$ cat src/rtl/axi_lite_sys_regs.sv
`timescale 1ns/1ps
// AXI4-Lite system register block: ID, scratch, GPIO out/in, free-running cycle counter, control.
// One outstanding transaction per channel; the read and write channels are fully independent.
module axi_lite_sys_regs #(
  parameter int          ADDR_WIDTH = 32,
  parameter logic [31:0] ID_VALUE   = 32'h5359_0001,
  parameter int          GPIO_WIDTH = 16
) (
  input  logic                  clk,
  input  logic                  reset,
  input  logic [ADDR_WIDTH-1:0] s_axi_awaddr,
  input  logic [2:0]            s_axi_awprot,
  input  logic                  s_axi_awvalid,
  output logic                  s_axi_awready,
  input  logic [31:0]           s_axi_wdata,
  input  logic [3:0]            s_axi_wstrb,
  input  logic                  s_axi_wvalid,
  output logic                  s_axi_wready,
  output logic [1:0]            s_axi_bresp,
  output logic                  s_axi_bvalid,
  input  logic                  s_axi_bready,
  input  logic [ADDR_WIDTH-1:0] s_axi_araddr,
  input  logic [2:0]            s_axi_arprot,
  input  logic                  s_axi_arvalid,
  output logic                  s_axi_arready,
  output logic [31:0]           s_axi_rdata,
  output logic [1:0]            s_axi_rresp,
  output logic                  s_axi_rvalid,
  input  logic                  s_axi_rready,
  output logic [GPIO_WIDTH-1:0] gpio_out,
  input  logic [GPIO_WIDTH-1:0] gpio_in
);

  typedef enum logic [2:0] {
    REG_ID       = 3'd0,
    REG_SCRATCH  = 3'd1,
    REG_GPIO_OUT = 3'd2,
    REG_GPIO_IN  = 3'd3,
    REG_COUNTER  = 3'd4,
    REG_CTRL     = 3'd5,
    REG_RSVD_6   = 3'd6,
    REG_RSVD_7   = 3'd7
  } reg_sel_e;

  localparam logic [1:0] RESP_OKAY   = 2'b00;
  localparam logic [1:0] RESP_SLVERR = 2'b10;

  function automatic logic [31:0] apply_strb(input logic [31:0] old_val,
                                             input logic [31:0] new_val,
                                             input logic [3:0]  strb);
    logic [31:0] res;
    for (int i = 0; i < 4; i++) begin
      res[i*8 +: 8] = strb[i] ? new_val[i*8 +: 8] : old_val[i*8 +: 8];
    end
    return res;
  endfunction

  // Write channel state
  logic                  r_awready;
  logic                  r_wready;
  logic                  r_bvalid;
  logic [1:0]            r_bresp;
  logic [ADDR_WIDTH-1:0] r_wr_addr;
  logic [31:0]           r_wr_data;
  logic [3:0]            r_wr_strb;

  // Read channel state
  logic                  r_arready;
  logic                  r_rvalid;
  logic [1:0]            r_rresp;
  logic [31:0]           r_rdata;

  // Register file
  logic [31:0]           r_scratch;
  logic [GPIO_WIDTH-1:0] r_gpio_out;
  logic [GPIO_WIDTH-1:0] r_gpio_meta;
  logic [GPIO_WIDTH-1:0] r_gpio_sync;
  logic [31:0]           r_counter;

  logic                  w_aw_hs;
  logic                  w_w_hs;
  logic                  w_b_hs;
  logic                  w_ar_hs;
  logic                  w_r_hs;
  logic                  w_wr_exec;
  logic                  w_wr_mapped;
  logic                  w_rd_mapped;
  reg_sel_e              w_wr_sel;
  reg_sel_e              w_rd_sel;
  logic [1:0]            w_wr_resp;
  logic                  w_scratch_we;
  logic                  w_gpio_we;
  logic                  w_cnt_clr;
  logic [31:0]           w_scratch_next;
  logic [GPIO_WIDTH-1:0] w_gpio_next;
  logic [31:0]           w_rd_data;
  logic [1:0]            w_rd_resp;
  logic                  w_unused;

  assign w_aw_hs   = s_axi_awvalid & r_awready;
  assign w_w_hs    = s_axi_wvalid & r_wready;
  assign w_b_hs    = r_bvalid & s_axi_bready;
  assign w_ar_hs   = s_axi_arvalid & r_arready;
  assign w_r_hs    = r_rvalid & s_axi_rready;

  // Both halves captured and no response outstanding: commit the write this cycle.
  assign w_wr_exec = ~r_awready & ~r_wready & ~r_bvalid;

  assign w_wr_sel    = reg_sel_e'(r_wr_addr[4:2]);
  assign w_rd_sel    = reg_sel_e'(s_axi_araddr[4:2]);
  assign w_wr_mapped = (r_wr_addr[ADDR_WIDTH-1:5] == '0) && (r_wr_addr[4:2] < 3'd6);
  assign w_rd_mapped = (s_axi_araddr[ADDR_WIDTH-1:5] == '0) && (s_axi_araddr[4:2] < 3'd6);
  assign w_wr_resp   = w_wr_mapped ? RESP_OKAY : RESP_SLVERR;

  assign w_scratch_next = apply_strb(r_scratch, r_wr_data, r_wr_strb);
  assign w_gpio_next    = GPIO_WIDTH'(apply_strb(32'(r_gpio_out), r_wr_data, r_wr_strb));

  assign w_unused = ^{s_axi_awprot, s_axi_arprot, r_wr_addr[1:0], s_axi_araddr[1:0]};

  // NOTE: every variable assigned in always_comb gets a default first, so no path can infer a latch.
  always_comb begin
    w_scratch_we = 1'b0;
    w_gpio_we    = 1'b0;
    w_cnt_clr    = 1'b0;
    if (w_wr_exec && w_wr_mapped) begin
      case (w_wr_sel)
        REG_SCRATCH:  w_scratch_we = 1'b1;
        REG_GPIO_OUT: w_gpio_we    = 1'b1;
        REG_CTRL:     w_cnt_clr    = r_wr_strb[0] & r_wr_data[0];
        default:      ;
      endcase
    end
  end

  always_comb begin
    w_rd_data = '0;
    w_rd_resp = RESP_OKAY;
    if (!w_rd_mapped) begin
      w_rd_resp = RESP_SLVERR;
    end else begin
      case (w_rd_sel)
        REG_ID:       w_rd_data = ID_VALUE;
        REG_SCRATCH:  w_rd_data = r_scratch;
        REG_GPIO_OUT: w_rd_data = 32'(r_gpio_out);
        REG_GPIO_IN:  w_rd_data = 32'(r_gpio_sync);
        REG_COUNTER:  w_rd_data = r_counter;
        default:      w_rd_data = '0;
      endcase
    end
  end

  // NOTE: sequential state uses non-blocking assignments so every flop samples pre-edge values.
  always_ff @(posedge clk or posedge reset) begin
    if (reset) begin
      r_awready <= 1'b1;
      r_wready  <= 1'b1;
      r_bvalid  <= 1'b0;
      r_bresp   <= RESP_OKAY;
      r_wr_addr <= '0;
      r_wr_data <= '0;
      r_wr_strb <= '0;
    end else begin
      if (w_aw_hs) begin
        r_awready <= 1'b0;
        r_wr_addr <= s_axi_awaddr;
      end
      if (w_w_hs) begin
        r_wready  <= 1'b0;
        r_wr_data <= s_axi_wdata;
        r_wr_strb <= s_axi_wstrb;
      end
      if (w_wr_exec) begin
        r_bvalid <= 1'b1;
        r_bresp  <= w_wr_resp;
      end else if (w_b_hs) begin
        r_bvalid  <= 1'b0;
        r_bresp   <= RESP_OKAY;
        r_awready <= 1'b1;
        r_wready  <= 1'b1;
      end
    end
  end

  always_ff @(posedge clk or posedge reset) begin
    if (reset) begin
      r_arready <= 1'b1;
      r_rvalid  <= 1'b0;
      r_rresp   <= RESP_OKAY;
      r_rdata   <= '0;
    end else begin
      if (w_ar_hs) begin
        r_arready <= 1'b0;
        r_rvalid  <= 1'b1;
        r_rresp   <= w_rd_resp;
        r_rdata   <= w_rd_data;
      end else if (w_r_hs) begin
        r_rvalid  <= 1'b0;
        r_arready <= 1'b1;
      end
    end
  end

  always_ff @(posedge clk or posedge reset) begin
    if (reset) begin
      r_scratch   <= '0;
      r_gpio_out  <= '0;
      r_gpio_meta <= '0;
      r_gpio_sync <= '0;
      r_counter   <= '0;
    end else begin
      r_gpio_meta <= gpio_in;
      r_gpio_sync <= r_gpio_meta;
      if (w_scratch_we) begin
        r_scratch <= w_scratch_next;
      end
      if (w_gpio_we) begin
        r_gpio_out <= w_gpio_next;
      end
      // A clear coinciding with the increment wins.
      if (w_cnt_clr) begin
        r_counter <= '0;
      end else begin
        r_counter <= r_counter + 32'd1;
      end
    end
  end

  assign s_axi_awready = r_awready;
  assign s_axi_wready  = r_wready;
  assign s_axi_bvalid  = r_bvalid;
  assign s_axi_bresp   = r_bresp;
  assign s_axi_arready = r_arready;
  assign s_axi_rvalid  = r_rvalid;
  assign s_axi_rresp   = r_rresp;
  assign s_axi_rdata   = r_rdata;
  assign gpio_out      = r_gpio_out;

endmodule
$ cat config.mk
export PLATFORM = sky130hd
export DESIGN_NAME = axi_lite_sys_regs
export DESIGN_NICKNAME = d
export VERILOG_FILES = /design/src/rtl/axi_lite_sys_regs.sv
export SDC_FILE = /design/constraint.sdc
export NUM_CORES = 1
export LEC_CHECK = 0
export CAP_MARGIN = 20
export CORE_ASPECT_RATIO = 0.6
export CORE_MARGIN = 3
export CORE_UTILIZATION = 51
export DETAILED_ROUTE_END_ITERATION = 10
export PLACE_DENSITY_LB_ADDON = 0.3
export SYNTH_ARGS = -nofsm -noshare
export SYNTH_HDL_FRONTEND = slang
export SYNTH_SLANG_ARGS = --single-unit
$ cat constraint.sdc
create_clock -name clk -period 9.3 [get_ports clk]
set_input_delay 0.93 -clock clk [delete_from_list [all_inputs] [get_ports clk]]
set_output_delay 0.93 -clock clk [all_outputs]
set_load 0.02 [all_outputs]
Yosys cells after proc, flatten, opt, wreduce, memory -nomap -nowiden
Index checks and enable logic that the tools add are counted.
{ "word_totals": {"register_bits": 221, "latch_bits": 0, "mem_bits_rw": 0, "romBits": 0, "input_bits": 129, "out_inout_bits": 57, "word_cells": 80, "n_memories": 0} }
{ "op_classes": {"n_addsub": 1, "multipliers": 0, "div": 0, "n_lt_le_gt_ge": 2, "eq_ne": 7, "shifts": 0, "mux": 25, "bitwise": 11, "n_reduce_logical": 14} }
{ "ops": {"columns": ["op", "count"], "rows": [
  ["32-bit one-hot mux with 5 select lines", 1],
  ["32-bit 2-to-1 mux", 2],
  ["27-bit logical NOT", 2],
  ["32-bit by 1-bit adder with 32-bit output, second input constant", 1],
  ["1-bit 2-to-1 mux", 18],
  ["2-bit AND reduction", 6],
  ["3-bit by 2-bit equality test with 1-bit output, second input constant", 3],
  ["1-bit bitwise AND", 8],
  ["2-bit 2-to-1 mux", 4],
  ["3-bit by 1-bit equality test with 1-bit output, second input constant", 2],
  ["3-bit equality test, second input constant", 2],
  ["3-bit < comparator, second input constant", 2],
  ["2-bit nonzero test", 2],
  ["1-bit logical AND", 3],
  ["3-bit logical NOT", 1],
  ["1-bit NOT", 3]
]} }

Depth between registers and ports, before layout
Gate-level depths: netlist (run 1).
{ "logic_depth": {"word_depth": 6, "mapped_depth": 7, "mapped_depth_nobuf": 6} }

Worst setup path after synthesis (run 1)
Ideal clock, no wire load.
{ "synth_timing": {"path_type": "input port to flip-flop", "from": "in s_axi_araddr[9]", "to": "reg r_rdata[16], in the netlist s_axi_rdata[16]", "setup_ps": 68, "t_arrival_ps": 2418, "required_time_ps": 9232, "setup_slack_ps": 6814, "cell_stages": 7, "path_buffers": 2, "cell_sequence": "or4_1 -> a211o_1 -> nor3_2 -> and2_1 -> buf_4 -> buf_6 -> a32o_1"} }
{ "synth_via": {"elab_chain_len": 3} }
{ "synth_lines": {"columns": ["item", "line_no", "text"], "rows": [
  ["from (decl)", "22", "input logic [ADDR_WIDTH-1:0] s_axi_araddr,"],
  ["27-bit logical NOT", "112", "assign w_rd_mapped = (s_axi_araddr[ADDR_WIDTH-1:5] == '0) && (s_axi_araddr[4:2] < 3'd6);"],
  ["1-bit logical AND", "112", null],
  ["32-bit 2-to-1 mux", "138", "if (!w_rd_mapped) begin"],
  ["to (signal assigned)", "195", "r_rdata <= w_rd_data;"],
  ["to (decl)", "71", "logic [31:0] r_rdata;"]
]} }
No other way between the ends.
A chain may end at the register's enable or synchronous reset.

Final worst setup path (run 1)
{ "layout_timing": {"from": "in s_axi_araddr[12]", "to": "reg r_rdata[20], in the netlist s_axi_rdata[20]"} }
The elaborated chain is that of the path after synthesis.

==> results of run 1 <==
-- worst paths after layout --
path                                       start         endpoint  slack, ps  depth (start not counted)
worst max register to register     s_axi_arready  s_axi_rdata[20]       6840                          6
worst min register to register   r_gpio_meta[11]  r_gpio_sync[11]        350                          0
worst min-delay path             r_gpio_meta[11]  r_gpio_sync[11]        350                          0
worst max-delay path            s_axi_araddr[12]  s_axi_rdata[20]       6330                          6
max in group asynchronous                  reset     gpio_out[12]       6670                          3
min in group asynchronous                  reset   r_gpio_meta[5]       1000                          2
-- metal layers --
layer,GRT usage [%],up-vias,wire length [um]
li1,-,2789,-
met1,33.1,3085,9870
met2,35.4,194,9530
met3,4.81,30,1320
met4,4.31,0,325
met5,0,-,0
-- registers in the layout, indices dropped and copies added, names as in the netlist --
| signal | flops |
|---|---|
| s_axi_awready | 1 |
| gpio_out | 16 |
| r_counter | 32 |
| s_axi_bvalid | 1 |
| r_wr_addr | 30 |
| s_axi_rdata | 32 |
| s_axi_bresp | 1 |
| s_axi_rresp | 1 |
| r_gpio_meta | 16 |
| r_gpio_sync | 16 |
| r_scratch | 32 |
| s_axi_wready | 1 |
| s_axi_arready | 1 |
| r_wr_strb | 4 |
| s_axi_rvalid | 1 |
| r_wr_data | 32 |
-- cells by family after synthesis --
| kind of cell | count (synthesis) |
|---|---|
| AO/OA/AOI/OAI | 91 |
| buffers and inverters | 52 |
| AND/OR/NAND/NOR | 169 |
| adder cells (fa/ha/maj) | 1 |
| flip-flops | 217 |
| other | 1 |
| multiplexers | 130 |
| XOR/XNOR | 30 |
-- power by group through the flow --
stage          sequential [W]  clock [W]  combinational (W)
5_1_grt               0.00125   0.000832           0.000405
3_5_place_dp          0.00124          0           0.000367
2_1_floorplan         0.00121          0           0.000240
4_1_cts               0.00123   0.000785           0.000369
6_report              0.00123   0.000771           0.000369
3_3_place_gp          0.00122          0           0.000348
-- synthesized netlist by cell type (8+ instances only) --
library cell,instances
dfrtp_1,214
mux2_2,129
nor2_1,51
nand2_1,37
o21ai_0,27
clkbuf_1,25
xor2_1,25
a21oi_1,21
inv_1,17
a22o_1,16
a22oi_1,14
nand4_1,12
nor4_1,12
nand3_1,11
a32o_1,9
nand2b_1,8
-- critical path: stages --
cell and delay, ps:
clkdlybuf4s50_1 410, or4_1 570, a211o_1 290, nor3_2 310
and2_1 600, a32o_1 270
-- placed cells by master (no fill, tap or decap), types with 5 or more instances in the layout --
cell,synthesis,layout
o21ai_0,27,27
clkdlybuf4s50_1,0,173
mux2_2,129,129
nand2b_1,8,8
dfrtp_1,214,214
a32o_1,9,9
nor4_1,12,11
and3_1,6,6
clkbuf_1,25,8
buf_4,3,7
xor2_1,25,25
a22o_1,16,16
inv_1,17,16
nor2b_1,6,6
nor2_1,51,51
clkbuf_16,0,20
nand2_1,37,37
xnor2_1,5,5
a21oi_1,21,21
nand4_1,12,12
nor3_1,5,5
nand3_1,11,11
a22oi_1,14,14
-- cell type report --
class                           instances  area [um2]  area share [%]
Sequential cell                       217        5430            47.2
Tap cell                              228         285            2.48
Timing Repair Buffer                  184        1850            16.1
Inverter                               17        71.3           0.620
Multi-Input combinational cell        423        3240            28.2
Clock inverter                          3        28.8           0.250
Clock buffer                           32         586            5.09
-- per-stage QoR --
step	hold WS (ps)	cell area, um2	total power, W	utilization (%)	std cells
global placement	335	10800	0.00157	64.9	1064
CTS	349	11400	0.00238	68.6	1099
floorplan	331	8890	0.00145	-	692
global route	355	11500	0.00248	69.0	1104
finish	347	11500	0.00237	69.0	1104
detailed placement	335	10800	0.00161	64.9	1064
==> metrics.txt, run 1 <==
Cell Pwr Density=206 nW/um2; antenna violations before repair=0; dpl ws=5810 ps; CTS Buf Count=20; Core Rows=36; kind of critical path=primary input to flip-flop; Slew Limit Fails=0; synth top area cells=dfrtp_1, mux2_2, xor2_1; setup tns final=0 ps; largest family of logic cells by synthesized area=multiplexers; xor and xnor area share after synthesis=2.96%; LEAKAGE=5.09 nW; startpoint class of the critical path=primary input; Final Routed Wirelength=21000 um; Required @ worst endpoint=9720 ps; clock power share=32.6%; H-tree levels=1; largest net degree at the start of global routing=140; fillers=1189; Crit Path Max Fanout=16; EDFF count, synth=0; sw frac=25.3%; Die Ht=108 um; grt ovf=0; RSZ-0062 raised after global routing=false; simple-gate area share of the yosys netlist=9.99%; final net count=993; vias after detailed routing=6098; Port Buffers=173; Netlist cell types=43; Mean Syn Cell Area=12.9 um2; Reg power frac=51.8%; die footprint=19100 um2; Clock Skew=16.2 ps; num ports=186; min cycle time layout=2970 ps; Compound-Gate Fraction of Synth Area=6.80%; Detail Placement HPWL=14900 um; Final Hold Fails=0; Top FF cell, synth=dfrtp_1; status=completed; Sink Count=217; post-synthesis register bit count=217; CTS tree=built; vias in the first global route=6468; fmax=337 MHz; Hold Crit Class=flip-flop to flip-flop; Layout area overhead=29.4%; Comb pwr share=15.6%; DR pass1 iterations=5; ANT cells=0; Pint=0.00177 W; YS warnings=0; Worst-Skew Late Latency=500 ps; proportion of synthesized area in mux cells=16.5%; Critical Path AT=3390 ps; CTS resizes=0; hold_buf cts=0; slew at the pin closest to its max-slew limit=1070 ps; Routability Congestion=0.838; count of final setup violators=0; layout cells sized above 1=20.5%; first-pass GRT wire length=34400 um; Bufs on Longest Clock Path=3; Root Buffer=clkbuf_16; Seq/Total Area, Yosys=61.1%; period utilization=31.9%; Max Cap Viol=0; Clk pin slew, worst setup/hold paths=60 ps; synthesized area=8890 um2; Synth top area share=60.2%; cell taking the most area after synthesis=dfrtp_1; WL per Instance=19.1 um; post-CTS setup buffers=0; die span in x=176 um; slew margin rel.=28.5%; Mapped Cells=691; final setup margin=6330 ps; element type at the critical path end=flip-flop; NetSw=0.000599 W; gr usage total=22.6%; Via density=5.52; Async SR Flop Fraction=100%; fraction of the mapped netlist area in adder cells=0.141%; CORE AREA=16700 um2; Initial DRC Count=391; Max rail drop VDD=115 uV; Antenna Violating Nets Remaining=0; Starting Density=53.3%; DRC viols=0
Note: power is estimated with default switching activity, not from simulation.
==> inputs of run 2 (changes only) <==
==> constraint.sdc (replaced) <==
create_clock -name clk -period 3 [get_ports clk]
set_input_delay 0.3 -clock clk [delete_from_list [all_inputs] [get_ports clk]]
set_output_delay 0.3 -clock clk [all_outputs]
set_load 0.02 [all_outputs]
==> metrics.txt, run 2 (synthesis results as in run 1) <==
Placed Cells=1075 (+1.0%); num ports=186 (unchanged); DRC viols=0 (unchanged); Die Ht=108 um (unchanged); min cycle time layout=2360 ps; final net count=1000 (+0.70%); kind of critical path=flip-flop to flip-flop; startpoint class of the critical path=flip-flop; Tot Pwr=0.00786 W (+230%); Sink Count=217 (unchanged); fillers=1149 (-3.4%); die span in x=176 um (unchanged); status=completed; Core Rows=36 (unchanged); worst setup path endpoint=r_scratch[14]; Layout area overhead=31.6%; vias in the first global route=6519 (+0.79%); LEAKAGE=5.20 nW (+2.1%); die footprint=19100 um2 (unchanged); NetSw=0.00192 W (+220%); Starting Density=53.3% (unchanged); post-CTS setup buffers=0 (unchanged); Comb pwr share=14.6% (-1.0 points); Slew Limit Fails=0 (unchanged); Critical Path AT=2730 ps (-660 ps); CTS resizes=0 (unchanged); CTS Buf Count=21 (+5.0%); H-tree levels=1 (unchanged); Final Hold Fails=0 (unchanged); Bufs on Longest Clock Path=3 (unchanged); Required @ worst endpoint=3370 ps (-6350 ps); Pint=0.00594 W (+240%); Max rail drop VDD=573 uV (+400%); vias after detailed routing=6117 (+0.31%); Hold Crit Class=primary input to flip-flop; layout cells sized above 1=22.2% (+1.6 points); Routability Congestion=0.814 (-2.8%); Clock Skew=24.0 ps (+7.84 ps); Worst R2R Start=s_axi_bvalid; hold_buf cts=0 (unchanged); WL per Instance=19.0 um (-0.28%); first-pass GRT wire length=33900 um (-1.5%); start point of the critical path=s_axi_bvalid; Clk pin slew, worst setup/hold paths=70 ps (about the same); RSZ-0062 raised after global routing=false; element type at the critical path end=flip-flop; grt ovf=0 (unchanged); Max Cap Viol=0 (unchanged); slew margin rel.=26.8% (-1.7 points); fmax=423 MHz; ANT cells=0 (unchanged); slew at the pin closest to its max-slew limit=1090 ps (+18.9 ps); commonest non-fill, non-tap cell in the layout=dfrtp_1; Antenna Violating Nets Remaining=0 (unchanged); clock power share=37.1% (+4.5 points); Crit Path Max Fanout=8 (-8); CORE AREA=16700 um2 (unchanged); Worst-Skew Late Latency=500 ps (about the same); Root Buffer=clkbuf_16; period utilization=78.7%; Worst R2R End=r_scratch[14]; Detail Placement HPWL=15100 um (+1.5%); count of final setup violators=0 (unchanged); CTS tree=built; DR pass1 iterations=5 (unchanged); gr usage total=22.4% (-0.15 points); worst reg2reg path depth=5 (-1); Reg power frac=48.3% (-3.5 points); worst reg2reg setup slack=640 ps (-6200 ps); Cell Pwr Density=671 nW/um2 (+230%); Initial DRC Count=390 (-0.26%); Non-Filler Instances=1112 (+0.72%); sw frac=24.4% (-0.91 points); Final Routed Wirelength=21100 um (+0.45%); commonest non-fill, non-tap cells in the layout=dfrtp_1, clkdlybuf4s50_1, mux2_2; Port Buffers=173 (unchanged); Via density=5.50 (-0.41%); antenna violations before repair=0 (unchanged); largest net degree at the start of global routing=73 (-48%)
-- run 2: cell count changes in the layout (fill, tap and decap cells not counted), moves of 2 or more --
cell       before  now
clkbuf_8        4    7
buf_4           7   15
buf_12          0    2
bufinv_16       0    4
clkbuf_4        2    0
buf_16          2    0
clkbuf_1        8    0
-- run 2: per-stage QoR --
step                      TNS [ps]  instance area, um2  worst slack (ps)  hold slack, ps  util (%)
after floorplan             -26470                8900              -124             331         -
final                            0               11700               638             236      70.2
after global placement           0               10900               529             336      65.5
after CTS                        0               11700               645             220      70.2
after detailed placement         0               10900               446             335      65.5
after global routing             0               11700               416             225      70.2
-- run 2: power groups by stage --
stage	logic (W)	registers, W	clock network, W
after global placement	0.00109	0.00379	0
after global routing	0.00125	0.00387	0.00307
final	0.00115	0.00379	0.00291
after detailed placement	0.00115	0.00385	0
after CTS	0.00116	0.00379	0.00296
after floorplan	0.000746	0.00375	0
-- run 2: final cells by class --
cell class	count	area [um2]	area share [%]
Clock inverter	9	163	1.39
Tap cell	228	285	2.44
Clock buffer	28	622	5.31
Multi-Input combinational cell	423	3240	27.7
Inverter	17	67.6	0.577
Sequential cell	217	5430	46.4
Timing Repair Buffer	190	1880	16.1
-- run 2: worst max-delay path, stage by stage, from the launching register on --
cell and delay (ps):
dfrtp_1 420, nor3_1 320, nand3_1 220, nor3_4 420
nand4_2 430, mux2_2 410
-- run 2: metal layers --
metal / vias to the layer above / track usage (%) / share of wire, %
li1: 2802 / - / -
met1: 3078 / 32.3 / 46
met2: 204 / 35.3 / 45
met3: 33 / 5.33 / 6.4
met4: 0 / 4.65 / 1.6
met5: - / 0 / 0
-- run 2: worst min-delay path by stage --
stage | startpoint | endpoint | slack (ps) | depth (start not counted)
3_5_place_dp | r_gpio_meta[15] | r_gpio_sync[15] | 330 | 0
2_1_floorplan | r_gpio_meta[0] | r_gpio_sync[0] | 330 | 0
6_report | gpio_in[11] | r_gpio_meta[11] | 240 | 1
5_1_grt | gpio_in[11] | r_gpio_meta[11] | 220 | 1
4_1_cts | gpio_in[11] | r_gpio_meta[11] | 220 | 1
3_3_place_gp | r_gpio_meta[11] | r_gpio_sync[11] | 340 | 0
==> inputs of run 3 (changes only) <==
==> constraint.sdc (replaced) <==
create_clock -name clk -period 2.2 [get_ports clk]
set_input_delay 0.22 -clock clk [delete_from_list [all_inputs] [get_ports clk]]
set_output_delay 0.22 -clock clk [all_outputs]
set_load 0.02 [all_outputs]
==> metrics.txt, run 3 (synthesis results as in run 1) <==
num ports=186 (unchanged); period utilization=94.2% (+15 points); Sink Count=217 (unchanged); antenna violations before repair=0 (unchanged); ANT cells=0 (unchanged); CORE AREA=16700 um2 (unchanged); commonest non-fill, non-tap cells in the layout=dfrtp_1, clkdlybuf4s50_1, mux2_2; setup tns final=0 ps (unchanged); Non-Filler Instances=1125 (+1.2%); Crit Path Max Fanout=8 (unchanged); Slew Limit Fails=0 (unchanged); Required @ worst endpoint=2570 ps (-800 ps); Initial DRC Count=476 (+22%); first-pass GRT wire length=34700 um (+2.4%); die span in x=176 um (unchanged); layout cells sized above 1=23.0% (+0.79 points); LEAKAGE=5.23 nW (+0.48%); Cell Pwr Density=875 nW/um2 (+30%); Routability Congestion=0.881 (+8.2%); status=completed; commonest non-fill, non-tap cell in the layout=dfrtp_1; final net count=1013 (+1.3%); fmax=483 MHz (+14%); fillers=1182 (+2.9%); Antenna Violating Nets Remaining=0 (unchanged); Clock Skew=10.4 ps (-13.6 ps); Final Routed Wirelength=21800 um (+3.0%); Port Buffers=173 (unchanged); Root Buffer=clkbuf_16; DRC viols=0 (unchanged); Via density=5.57 (+1.2%); Clk pin slew, worst setup/hold paths=70 ps (about the same); Max Cap Viol=0 (unchanged); gr usage total=22.9% (+0.51 points); final core utilization=70.7% (+0.53 points); worst path cell trace=nor4_1, nand2_1, nor3_4, buf_12, nand2_1, mux2_2; vias after detailed routing=6261 (+2.4%); die footprint=19100 um2 (unchanged); Max rail drop VDD=604 uV (+5.3%); post-route cell area=11800 um2 (+0.76%); CP most frequent cell=nand2_1; count of final setup violators=0 (unchanged); Post-DP Area=11100 um2 (+1.4%); Die Ht=108 um (unchanged); min cycle time layout=2070 ps (-291 ps); Placed Cells=1086 (+1.0%); Layout area overhead=32.6%; slew margin rel.=46.0% (+19 points); Worst-Skew Late Latency=490 ps (about the same); delay-heaviest family, CP=simple AND/OR/NAND/NOR gates; Bufs on Longest Clock Path=3 (unchanged); Hold Crit Class=primary input to flip-flop; hold slack=173 ps (-63.5 ps); Starting Density=53.3% (unchanged); startpoint class of the critical path=flip-flop; Critical Path AT=2440 ps (-290 ps); RSZ-0062 raised after global routing=false; H-tree levels=1 (unchanged); largest net degree at the start of global routing=115 (+58%); slew at the pin closest to its max-slew limit=809 ps (-280 ps); kind of critical path=flip-flop to flip-flop; Final Hold Fails=0 (unchanged); element type at the critical path end=flip-flop; post-CTS setup buffers=0 (unchanged); delay of the slowest cell on the worst path=380 ps (-50 ps); CTS tree=built; DR pass1 iterations=5 (unchanged); CTS Buf Count=20 (-4.8%); Core Rows=36 (unchanged); critical path's slowest cell=dfrtp_1; Buf+Inv Stages, Crit Path=1 (+1); grt ovf=0 (unchanged); Detail Placement HPWL=15700 um (+4.1%); WL per Instance=19.4 um (+1.8%); vias in the first global route=6459 (-0.92%)
run 3: through the flow:
stage	total power [W]	setup slack (ps)
final	0.0103	129
after global routing	0.0108	0.866
after CTS	0.0104	29.7
after detailed placement	0.00684	-257
after global placement	0.00668	-113
after floorplan	0.00613	-844
run 3: metal layers:
| metal | global-route usage (%) | vias up | share of wire, % |
|---|---|---|---|
| li1 | - | 2833 | - |
| met1 | 33.7 | 3163 | 45 |
| met2 | 35.6 | 244 | 45 |
| met3 | 5.86 | 21 | 8.2 |
| met4 | 3.42 | 0 | 1.1 |
| met5 | 0 | - | 0 |
run 3: repair_timing:
action | CTS | global route
endpoints found under the setup margin | 0 | 24
hold endpoints to repair | 1 | 0
hold buffers | 1 | 0
gates resized for setup | 0 | 3
run 3: path summary, 6_finish.rpt:
check / startpoint / end / slack, ps / cells past startpoint
min in group asynchronous: reset / s_axi_rvalid / 570 / 3
max in group asynchronous: reset / r_wr_addr[18] / 800 / 4
max reg2reg: r_wr_addr[7] / gpio_out[2] / 130 / 6
min reg2reg: r_gpio_meta[3] / r_gpio_sync[3] / 350 / 0
max: r_wr_addr[7] / gpio_out[2] / 130 / 6
min: gpio_in[14] / r_gpio_meta[14] / 170 / 1
run 3: area by class of cell:
class                           count  area [um2]  share of cell area (%)
Tap cell                          228         285                    2.42
Clock inverter                     10         109                   0.923
Inverter                           17        67.6                   0.573
Clock buffer                       26         564                    4.79
Sequential cell                   217        5430                    46.1
Timing Repair Buffer              204        2060                    17.5
Multi-Input combinational cell    423        3260                    27.7
run 3: power breakdown:
group          switching (W)  internal [W]  total, W
registers           0.000492       0.00470   0.00519
logic               0.000649      0.000949   0.00160
clock network        0.00146       0.00206   0.00352
